--- src/rtl/microprog_sequencer.sv ---
// Microprogram sequencer: pops one FIFO entry and issues its command words to the PIM array.
// Optional wait-for-done timeout with sticky error is built only when SEQ_TIMEOUT_EN is defined.
module microprog_sequencer #(
  parameter  int MICROPROG_LEN_WORDS = 4,
  parameter  int CMD_SIZE_BITS       = 64,
  parameter  int TIMEOUT_CYCLES      = 1024,
  localparam int IDX_W = (MICROPROG_LEN_WORDS > 1) ? $clog2(MICROPROG_LEN_WORDS) : 1
) (
  input  logic                                         clk,
  input  logic                                         rst_n,
  input  logic                                         enable,
  input  logic                                         fifo_empty,
  output logic                                         fifo_read_en,
  input  logic [CMD_SIZE_BITS*MICROPROG_LEN_WORDS-1:0] fifo_read_data,
  output logic                                         cmd_valid,
  output logic [CMD_SIZE_BITS-1:0]                     cmd_data,
  input  logic                                         cmd_ready,
  input  logic                                         cmd_done,
  output logic                                         busy,
  output logic                                         prog_done,
  output logic [IDX_W-1:0]                             word_idx,
  output logic [15:0]                                  progs_completed,
  output logic                                         error,
  input  logic                                         err_clr
);

  // state | meaning
  // IDLE  | waiting for enable and a non-empty FIFO
  // FETCH | one-cycle pop request
  // LOAD  | capture entry, present word 0
  // ISSUE | cmd_valid held until cmd_ready
  // WAIT  | waiting for cmd_done of the accepted word
  // DONE  | program complete pulse, bump counter
  // ERROR | timeout seen, sticky until err_clr
  localparam logic [2:0] IDLE  = 3'd0;
  localparam logic [2:0] FETCH = 3'd1;
  localparam logic [2:0] LOAD  = 3'd2;
  localparam logic [2:0] ISSUE = 3'd3;
  localparam logic [2:0] WAIT  = 3'd4;
  localparam logic [2:0] DONE  = 3'd5;
  localparam logic [2:0] ERROR = 3'd6;

  logic [2:0]                                   state;
  logic [CMD_SIZE_BITS*MICROPROG_LEN_WORDS-1:0] entry;
  logic [CMD_SIZE_BITS-1:0]                     words [MICROPROG_LEN_WORDS];
  logic [IDX_W-1:0]                             nxt_idx;
  logic                                         last_word;

  for (genvar k = 0; k < MICROPROG_LEN_WORDS; k++) begin : g_words
    assign words[k] = entry[k*CMD_SIZE_BITS +: CMD_SIZE_BITS];
  end

  assign nxt_idx      = word_idx + IDX_W'(1);
  assign last_word    = (word_idx == IDX_W'(MICROPROG_LEN_WORDS - 1)) || cmd_data[CMD_SIZE_BITS-1];
  assign fifo_read_en = (state == FETCH);
  assign busy         = (state != IDLE);
  assign prog_done    = (state == DONE);

`ifdef SEQ_TIMEOUT_EN
  logic        error_q;
  logic [31:0] wait_cnt;
  assign error = error_q;
`else
  logic        unused_err_clr;
  logic [31:0] unused_timeout;
  assign unused_err_clr = err_clr;
  assign unused_timeout = TIMEOUT_CYCLES;
  assign error          = 1'b0;
`endif

  always_ff @(posedge clk or negedge rst_n) begin
    if (!rst_n) begin
      state           <= IDLE;
      entry           <= '0;
      cmd_valid       <= 1'b0;
      cmd_data        <= '0;
      word_idx        <= '0;
      progs_completed <= '0;
`ifdef SEQ_TIMEOUT_EN
      error_q         <= 1'b0;
      wait_cnt        <= '0;
`endif
    end else begin
      case (state)
        IDLE:  if (enable && !fifo_empty) state <= FETCH;
        FETCH: state <= LOAD;
        LOAD: begin
          entry     <= fifo_read_data;
          word_idx  <= '0;
          cmd_data  <= fifo_read_data[CMD_SIZE_BITS-1:0];
          cmd_valid <= 1'b1;
          state     <= ISSUE;
        end
        ISSUE: begin
          if (cmd_ready) begin
            cmd_valid <= 1'b0;
            state     <= WAIT;
`ifdef SEQ_TIMEOUT_EN
            wait_cnt  <= '0;
`endif
          end
        end
        WAIT: begin
          if (cmd_done) begin
            if (last_word) begin
              state <= DONE;
            end else begin
              word_idx  <= nxt_idx;
              cmd_data  <= words[nxt_idx];
              cmd_valid <= 1'b1;
              state     <= ISSUE;
            end
          end
`ifdef SEQ_TIMEOUT_EN
          // a done arriving on the limit cycle takes priority over the timeout
          else if (wait_cnt == 32'(TIMEOUT_CYCLES - 1)) begin
            error_q <= 1'b1;
            state   <= ERROR;
          end else begin
            wait_cnt <= wait_cnt + 32'd1;
          end
`endif
        end
        DONE: begin
          progs_completed <= progs_completed + 16'd1;
          state           <= IDLE;
        end
        ERROR: begin
`ifdef SEQ_TIMEOUT_EN
          if (err_clr) begin
            error_q <= 1'b0;
            state   <= IDLE;
          end
`else
          state <= IDLE;
`endif
        end
        default: state <= IDLE;
      endcase
    end
  end

endmodule
--- config.mk ---
export PLATFORM = sky130hd
export DESIGN_NAME = microprog_sequencer
export DESIGN_NICKNAME = d
export VERILOG_FILES = /design/src/rtl/microprog_sequencer.sv
export SDC_FILE = /design/constraint.sdc
export NUM_CORES = 1
export LEC_CHECK = 0
export ABC_AREA = 0
export BUFFER_PORTS_ARGS = -buffer_cell sky130_fd_sc_hd__buf_2
export CORE_MARGIN = 1.5
export CORE_UTILIZATION = 49
export CTS_CLUSTER_SIZE = 16
export DETAILED_ROUTE_END_ITERATION = 6
export HOLD_SLACK_MARGIN = 0.05
export PLACE_DENSITY = 0.87
export SYNTH_ARGS = -nofsm -noshare
export SYNTH_HDL_FRONTEND = slang
export SYNTH_SLANG_ARGS = --single-unit
--- constraint.sdc ---
create_clock -name clk -period 1.9 [get_ports clk]
set_clock_uncertainty 0.15 [all_clocks]
set_input_delay 0.57 -clock clk [delete_from_list [all_inputs] [get_ports clk]]
set_output_delay 0.57 -clock clk [all_outputs]
set_load 0.01 [all_outputs]
# After elaboration in Yosys (flattened, before gate mapping)
# Cells that the tools add are included.
[totals]
memories = 0
wordCells = 48
output_inout_bits = 87
ff_bits = 342
romBits = 0
latch_bits = 0
input_bits = 263
ramBits = 0
[op_classes]
reduce_logical = 10
multipliers = 0
n_eq_ne = 10
bitwise_logic = 1
mux = 18
order_cmp = 1
shifts = 0
div = 0
n_addsub = 2
[ops]
columns = ["cell", "count"]
rows = [
  ["$mux W64", 4],
  ["$bmux W64 S2", 1],
  ["$pmux W64 S2", 1],
  ["$add A16 B1 Y16 const B", 1],
  ["$pmux W3 S5", 1],
  ["$mux W3", 4],
  ["$ne A2 B2 Y1 const B", 4],
  ["$eq A3 B2 Y1 const B", 2],
  ["$eq A3 B3 Y1 const B", 2],
  ["$reduce_and A3 Y1", 2],
  ["$reduce_bool A3 Y1", 2],
  ["$mux W2", 2],
  ["$pmux W2 S2", 1],
  ["$reduce_and A4 Y1", 1],
  ["$eq A3 B1 Y1 const B", 1],
  ["$ge A3 B3 Y1 const B", 1],
  ["$logic_not A3 Y1", 1],
  ["$mux W1", 3],
  ["$not A2 Y3", 1],
  ["$pmux W1 S3", 1],
  ["$add A2 B1 Y2 const B", 1],
  ["$eq A2 B2 Y1 const B", 1],
  ["$reduce_bool A2 Y1", 1],
  ["$logic_and A1 B1 Y1", 1],
  ["2 further kinds", 2],
]

# Longest topological paths before layout
# Gate-level depths: netlist (run 1).
[logic_depth]
depth_word = 8
mapped_depth = 7
depth_no_buf = 5

# Worst setup path before layout (run 1)
# Ideal clock, no wire load.
[synth_path]
kind = "reg2reg"
from = "register word_idx[0]"
to = "register cmd_data[29]"
synth_period_minus_slack_ns = 2.114
path_buffers = 2
path_stages_with_launch = 7
arrival_time_ns = 1.843
t_required_ns = 1.629
setup_slack_ns = -0.214
path_cell_list = "dfrtp_1 ha_1 buf_2 clkbuf_1 mux4_2 a32oi_1 nand2_1"
[synth_between]
elab_chain_len = 8
word_cells_on_any_way = 12
classes_between = "1 x add/sub; 2 x eq/ne; 6 x mux; 1 x bitwise; 2 x reduce/logical"
[synth_rtl]
columns = ["item", "line", "rtl"]
rows = [
  ["start: declaration", "21", "output logic [IDX_W-1:0] word_idx,"],
  ["start signal: assignment", "108", "word_idx <= nxt_idx;"],
  ["$add A2 B1 Y2", "53", "assign nxt_idx = word_idx + IDX_W'(1);"],
  ["$not A2 Y3 (not written as such)", "109", "cmd_data <= words[nxt_idx];"],
  ["$bmux W64 S2", "109", ""],
  ["$mux W64 (not written as such) (2 in a row)", "109", ""],
  ["$mux W64", "105", "if (last_word) begin"],
  ["$mux W64", "104", "if (cmd_done) begin"],
  ["$pmux W64 S2", "84", "case (state)"],
  ["end signal: assignment", "90", "cmd_data <= fifo_read_data[CMD_SIZE_BITS-1:0];"],
  ["end signal: assignment", "109", ""],
  ["end: declaration", "16", "output logic [CMD_SIZE_BITS-1:0] cmd_data,"],
]
# Parallel ways exist; a longest one is shown, timed or not. The select of a mux whose other input is x is not followed.
# A chain may end at the register's enable or synchronous reset.

# Worst setup path in the final report (run 1)
[layout_path]
from = "register word_idx[0]"
to = "register cmd_data[57]"
# The elaborated chain is that of the path after synthesis.

==> impl_metrics.tcl, run 1 <==
set metrics [dict create \
    synth_most_common_cell "nand2_1" \
    finalCritPeriodShare 1.20 \
    die_w_um 177 \
    fp.dieH_um 177 \
    fin_setup_tns_ns -23.40 \
    critPathArrivalTime_ns 2.53 \
    worstHoldStart "fifo_read_data[116]" \
    async_flop_share 1.00 \
    ys_ff_latch 342 \
    synthFlopType "dfrtp_1" \
    dieArea_um2 31200 \
    cap_violations 0 \
    power_uw 43500 \
    grt_pass1_wl_um 74200 \
    r2r-start "word_idx[0]$_DFFE_PN0P_" \
    rsz0062_at_grt "true" \
    core_um2 29600 \
    crit_fanout 6 \
    syn_area_um2 14800 \
    final.fill_count 1663 \
    gp_congestion 0.905 \
    yosys.area.top_type "dfrtp_1" \
    rr_worst_depth 9 \
    drc 0 \
    min_to "entry[116]$_DFFE_PN0N_" \
    ios 350 \
    yosysUniqueCellTypes 35 \
    p_int_uw 25900 \
    ys_seq_area_frac 0.579 \
    grt_util_all_layers 0.308 \
    start_kind "flip-flop" \
    fin_hold_ws_ns 0.0821 \
    hold_viol 0 \
    synth_area_leaders "dfrtp_1, nand2_1, mux4_2, a32oi_1, buf_2" \
    r2r_slack_ns -0.38 \
    cts.path.max_buffers 3 \
    drt_iter0_drc 1395 \
    violations "setup timing" \
    via_per_inst 6.08 \
    hpwl_um 29300 \
    wl_um 60300 \
    drive_above_1_share 0.466 \
    synth_top_area_frac 0.579 \
    dr_total_vias 14700 \
    drtAntennaViolNets 0 \
    min_period_ns 2.28 \
    num_rows 63 \
    clkTransAtPathRegs_ns 0.07 \
    start_util 0.499 \
    fin_nets 2258 \
    grt_max_degree 90 \
    cts_root_buffer "clkbuf_16" \
    htree_levels 2 \
    power_leakage_uw 0.0114 \
    first_global_vias 13900 \
    switching_share 0.406 \
    gr-total-overflow 0 \
    synth_enable_flop_cells 0 \
    hold_path.class "in2reg" \
    utilization 0.748 \
    synth_commonest_cells "nand2_1, dfrtp_1, buf_2, mux4_2, a21oi_1" \
    io_buffers 347 \
    finalSetupViolCount 221 \
    pwr-share-comb 0.515 \
    netSwitchingPower_uw 17700 \
    syn_inst 1526 \
    peakVddDrop_mv 1.15 \
    cts_buffers 38 \
    cts_tree "built" \
    hold_depth 3 \
    clk-insertion-delay-late_ns 0.52 \
    syn2layout_area_growth_pct 50.0 \
    synth_nets 1791 \
    setup_ws_ns -0.378 \
    critPathRequiredTime_ns 2.16 \
    drt_pass1_iterations 6 \
    yosysWarnings 0 \
    crit_path_end_kind "flip-flop" \
    run_status "finished with violations" \
    clockPowerShare 0.180 \
    cellPowerDensity_nw_per_um2 1960 \
    grt_antenna_before_repair 8 \
    power.share.sequential 0.305 \
    syn_area_per_cell_um2 9.69 \
    slew_viol_final 0 \
    critPathKind "reg2reg" \
    fmax_mhz 439 \
    cts_sinks 342 \
    wl_per_cell_um 24.9 \
    r2r_end "cmd_data[57]$_DFFE_PN0P_" \
]
## cells by family (layout without fill, tap and decap cells)
kind of cell / Yosys count / count (layout) / synth area share
fa+ha+maj: 2 / 2 / 0.00169
other cells: 1 / 10 / 0.000254
compound gates: 93 / 93 / 0.0428
mux: 64 / 64 / 0.0975
xor+xnor: 15 / 15 / 0.00889
flops: 342 / 342 / 0.579
simple gates: 909 / 910 / 0.238
buf+inv: 100 / 594 / 0.0316
## layout by cell type, fill, tap and decap left out, types with 23 or more instances in the layout
cell / n
dfrtp_1: 334
buf_12: 44
mux4_2: 64
nor2_1: 23
nand2_2: 141
nand2_1: 645
buf_6: 39
buf_4: 39
clkbuf_16: 69
buf_2: 339
nand2_4: 61
## per-layer routing
metal  vias to the layer above  wire, um  GRT usage
li1                       5924         -          -
met1                      7148     20500      0.386
met2                      1242     28400      0.502
met3                       407      6940     0.0762
met4                         0      4520      0.153
met5                         -         0          0
## cell type report
class                           count  area [um2]  share of cell area
Antenna cell                        9        22.5             0.00102
Sequential cell                   342        8570               0.386
Clock buffer                       55        1140              0.0513
Multi-Input combinational cell   1085        7100               0.320
Clock inverter                     13         173             0.00778
Timing Repair Buffer              524        4680               0.211
Tap cell                          390         488              0.0220
Inverter                            2        7.51            0.000338
## critical path, cell delays in order (launching register included)
cell     delay, ns
dfrtp_4       0.51
buf_12        0.14
ha_4          0.15
nor3b_4       0.24
buf_6         0.15
buf_6         0.12
a21o_4        0.20
buf_12        0.16
nor2_4        0.04
a21oi_2       0.28
## power groups by stage
stage	combinational (uW)	sequential, uW	clock [uW]
floorplan	8660	12600	0
global placement	12900	12600	0
detailed placement	13500	12900	0
CTS	15700	12800	7760
global route	23600	13500	8190
finish	22400	13300	7860
## flip-flops by register name, indices dropped and copies added, names as in the netlist
| signal | count |
|---|---|
| cmd_data | 64 |
| cmd_valid | 1 |
| entry | 256 |
| progs_completed | 16 |
| state | 3 |
| word_idx | 2 |
## how the worst max path moves through the flow
| stage | start | to | slack, ns |
|---|---|---|---|
| 2_1_floorplan | word_idx[0]$_DFFE_PN0P_ | cmd_data[29]$_DFFE_PN0P_ | -0.03 |
| 3_3_place_gp | cmd_done | cmd_data[59]$_DFFE_PN0P_ | -0.04 |
| 3_5_place_dp | state[0]$_DFFE_PN0P_ | cmd_data[26]$_DFFE_PN0P_ | -0.08 |
| 6_report | word_idx[0]$_DFFE_PN0P_ | cmd_data[57]$_DFFE_PN0P_ | -0.38 |
| 5_1_grt | word_idx[0]$_DFFE_PN0P_ | cmd_data[49]$_DFFE_PN0P_ | -0.40 |
| 4_1_cts | state[1]$_DFFE_PN0P_ | busy | -0.38 |
## stage by stage
| step | cell area (um2) | worst slack, ns | cells |
|---|---|---|---|
| floorplan | 14800 | -0.0265 | 1526 |
| global placement | 17600 | -0.0357 | 2241 |
| detailed placement | 17600 | -0.0770 | 2241 |
| CTS | 19800 | -0.384 | 2348 |
| global route | 22200 | -0.404 | 2415 |
| finish | 22200 | -0.378 | 2420 |
## repair_timing
item / 4_1_cts / 5_1_grt
hold endpoints to repair: 25 / 0
pin swaps: 84 / 197
setup endpoints to repair: 66 / 270
hold buffers: 1 / 0
buffers inserted: 28 / 36
gates resized for setup: 74 / 403
cloned: 13 / 37
No activity file was read; power rests on OpenSTA's default activity.
==> run 2: changes to the inputs <==
MAX_ROUTING_LAYER = met4   (was not set)
==> run 2 against run 1 <==
Compared with the run above: via count shrank 5.3%; global-route usage grew 0.86 points; cell area shrank 7.2%; sequential share of layout area grew 3.0 points; largest cell class unchanged; sequential power is essentially flat; hold slack gained 0.012 ns; clock power shrank 7.0%; the flow still finishes with violations (setup timing); first-iteration DRC count shrank 7.9%; setup slack gained 0.011 ns; combinational power shrank 16%; clock-buffer cell count shrank 5; wire length shrank 12%.
==> impl_metrics.tcl, run 2 (same netlist as run 1, synthesis figures left out) <==
set metrics [dict create \
    run_status "finished with violations" \
    violations "setup timing" \
    wl_um 53100 \
    grt_util_all_layers 0.317 \
    clkTransAtPathRegs_ns 0.06 \
    cts_root_buffer "clkbuf_16" \
    setup_ws_ns -0.367 \
    cts_tree "built" \
    start_util 0.499 \
    grt_antenna_before_repair 7 \
    min_period_ns 2.27 \
    critPathArrivalTime_ns 1.55 \
    power_leakage_uw 0.0106 \
    dp_cells 2246 \
    die_w_um 177 \
    finalSetupViolCount 86 \
    gr-total-overflow 0 \
    crit_path_end_kind "output pin" \
    ios 350 \
    cap_violations 0 \
    rr_worst_depth 7 \
    top_register "entry" \
    wl_per_cell_um 22.2 \
    grtUsageMet3 0.0720 \
    fin_nets 2234 \
    syn2layout_area_growth_pct 39.1 \
    gp_congestion 0.918 \
    r2r_end "cmd_data[31]$_DFFE_PN0P_" \
    endpoint "busy" \
    largest_register_ffs 256 \
    fp.dieH_um 177 \
    hold_path.class "in2reg" \
    drt_pass1_iterations 5 \
    r2r_slack_ns -0.29 \
    cts_sinks 342 \
    place_ws_ns -0.0926 \
    crit_fanout 2 \
    core_um2 29600 \
    critPathKind "reg2out" \
    fmax_mhz 441 \
    layout.cells.non_filler 2387 \
    slew_viol_final 0 \
    finalCritPeriodShare 1.19 \
    cp-startpoint "state[1]$_DFFE_PN0P_" \
    utilization 0.694 \
    first_global_vias 14100 \
    grt_pass1_wl_um 73700 \
    rsz0062_at_grt "true" \
    cts.path.max_buffers 3 \
    hold_viol 0 \
    drt_iter0_drc 1285 \
    dr_total_vias 13900 \
    final_common_cell "nand2_1" \
    top_usage_layer "met2" \
    hpwl_um 29500 \
    via_per_inst 5.84 \
    peakVddDrop_mv 1.10 \
    r2r-start "word_idx[0]$_DFFE_PN0P_" \
    reg_top3 "entry (256), cmd_data (64), progs_completed (16)" \
    critPathRequiredTime_ns 1.18 \
    grtUsageMet2 0.526 \
    num_rows 63 \
    clk-insertion-delay-late_ns 0.52 \
    start_kind "flip-flop" \
    htree_levels 2 \
    met1_usage 0.367 \
    fin_hold_ws_ns 0.0944 \
    dieArea_um2 31200 \
    io_buffers 347 \
    grt_max_degree 63 \
    drive_above_1_share 0.370 \
    final_cell_mix "nand2_1, buf_2, dfrtp_1" \
    drtAntennaViolNets 0 \
    cts_buffers 36 \
    cellPowerDensity_nw_per_um2 1910 \
    fin_setup_tns_ns -13.58 \
    drc 0 \
    final.fill_count 1950 \
]
run 2: per-layer routing:
layer / up-vias / share of wire
met5: - / 0
met4: 0 / 0.059
met3: 293 / 0.10
met2: 1029 / 0.49
met1: 6768 / 0.35
li1: 5848 / -
run 2: layout make-up:
class | instances | area [um2] | area share
multi-input cells | 1086 | 6230 | 0.303
repair buffers | 501 | 4050 | 0.197
well taps | 390 | 488 | 0.0237
flip-flops and latches | 342 | 8570 | 0.416
inverters | 2 | 10.0 | 0.000487
clock inverters | 9 | 148 | 0.00718
diodes | 7 | 17.5 | 0.000851
clock buffers | 50 | 1050 | 0.0513
run 2: how the worst min path moves through the flow:
stage	from	to	slack (ns)	cells after the start
final	fifo_read_data[160]	entry[160]$_DFFE_PN0N_	0.09	3
after global routing	fifo_read_data[160]	entry[160]$_DFFE_PN0N_	0.08	3
after CTS	fifo_read_data[160]	entry[160]$_DFFE_PN0N_	0.08	3
after detailed placement	progs_completed[15]$_DFFE_PN0P_	progs_completed[15]$_DFFE_PN0P_	0.30	1
after global placement	entry[0]$_DFFE_PN0N_	entry[0]$_DFFE_PN0N_	0.30	2
after floorplan	rst_n	cmd_data[0]$_DFFE_PN0P_	0.12	0
run 2: repair_timing:
item                                    in CTS  in global routing
hold buffers                                 1                  0
pin swaps                                   74                 37
hold endpoints to repair                    26                  0
endpoints found under the setup margin      77                292
gates resized for setup                     74                130
gates cloned                                13                 21
buffers inserted                            31                 21
run 2: per-stage QoR:
step | total power [uW] | area [um2]
after floorplan | 21200 | 14800
after global placement | 25500 | 17500
after detailed placement | 26400 | 17500
after CTS | 35900 | 19600
after global routing | 41100 | 20600
final | 39200 | 20600
run 2: worst max-delay path, stage by stage, from the launching register on:
cell and delay [ns]:
dfrtp_1 0.41, buf_6 0.14, or3_4 0.37, buf_6 0.13
run 2: power by group:
| part | internal (uW) | switching [uW] | total (uW) |
|---|---|---|---|
| logic | 8650 | 10200 | 18900 |
| clock network | 4400 | 2910 | 7310 |
| registers | 10900 | 2190 | 13000 |
| total | 23900 | 15300 | 39200 |
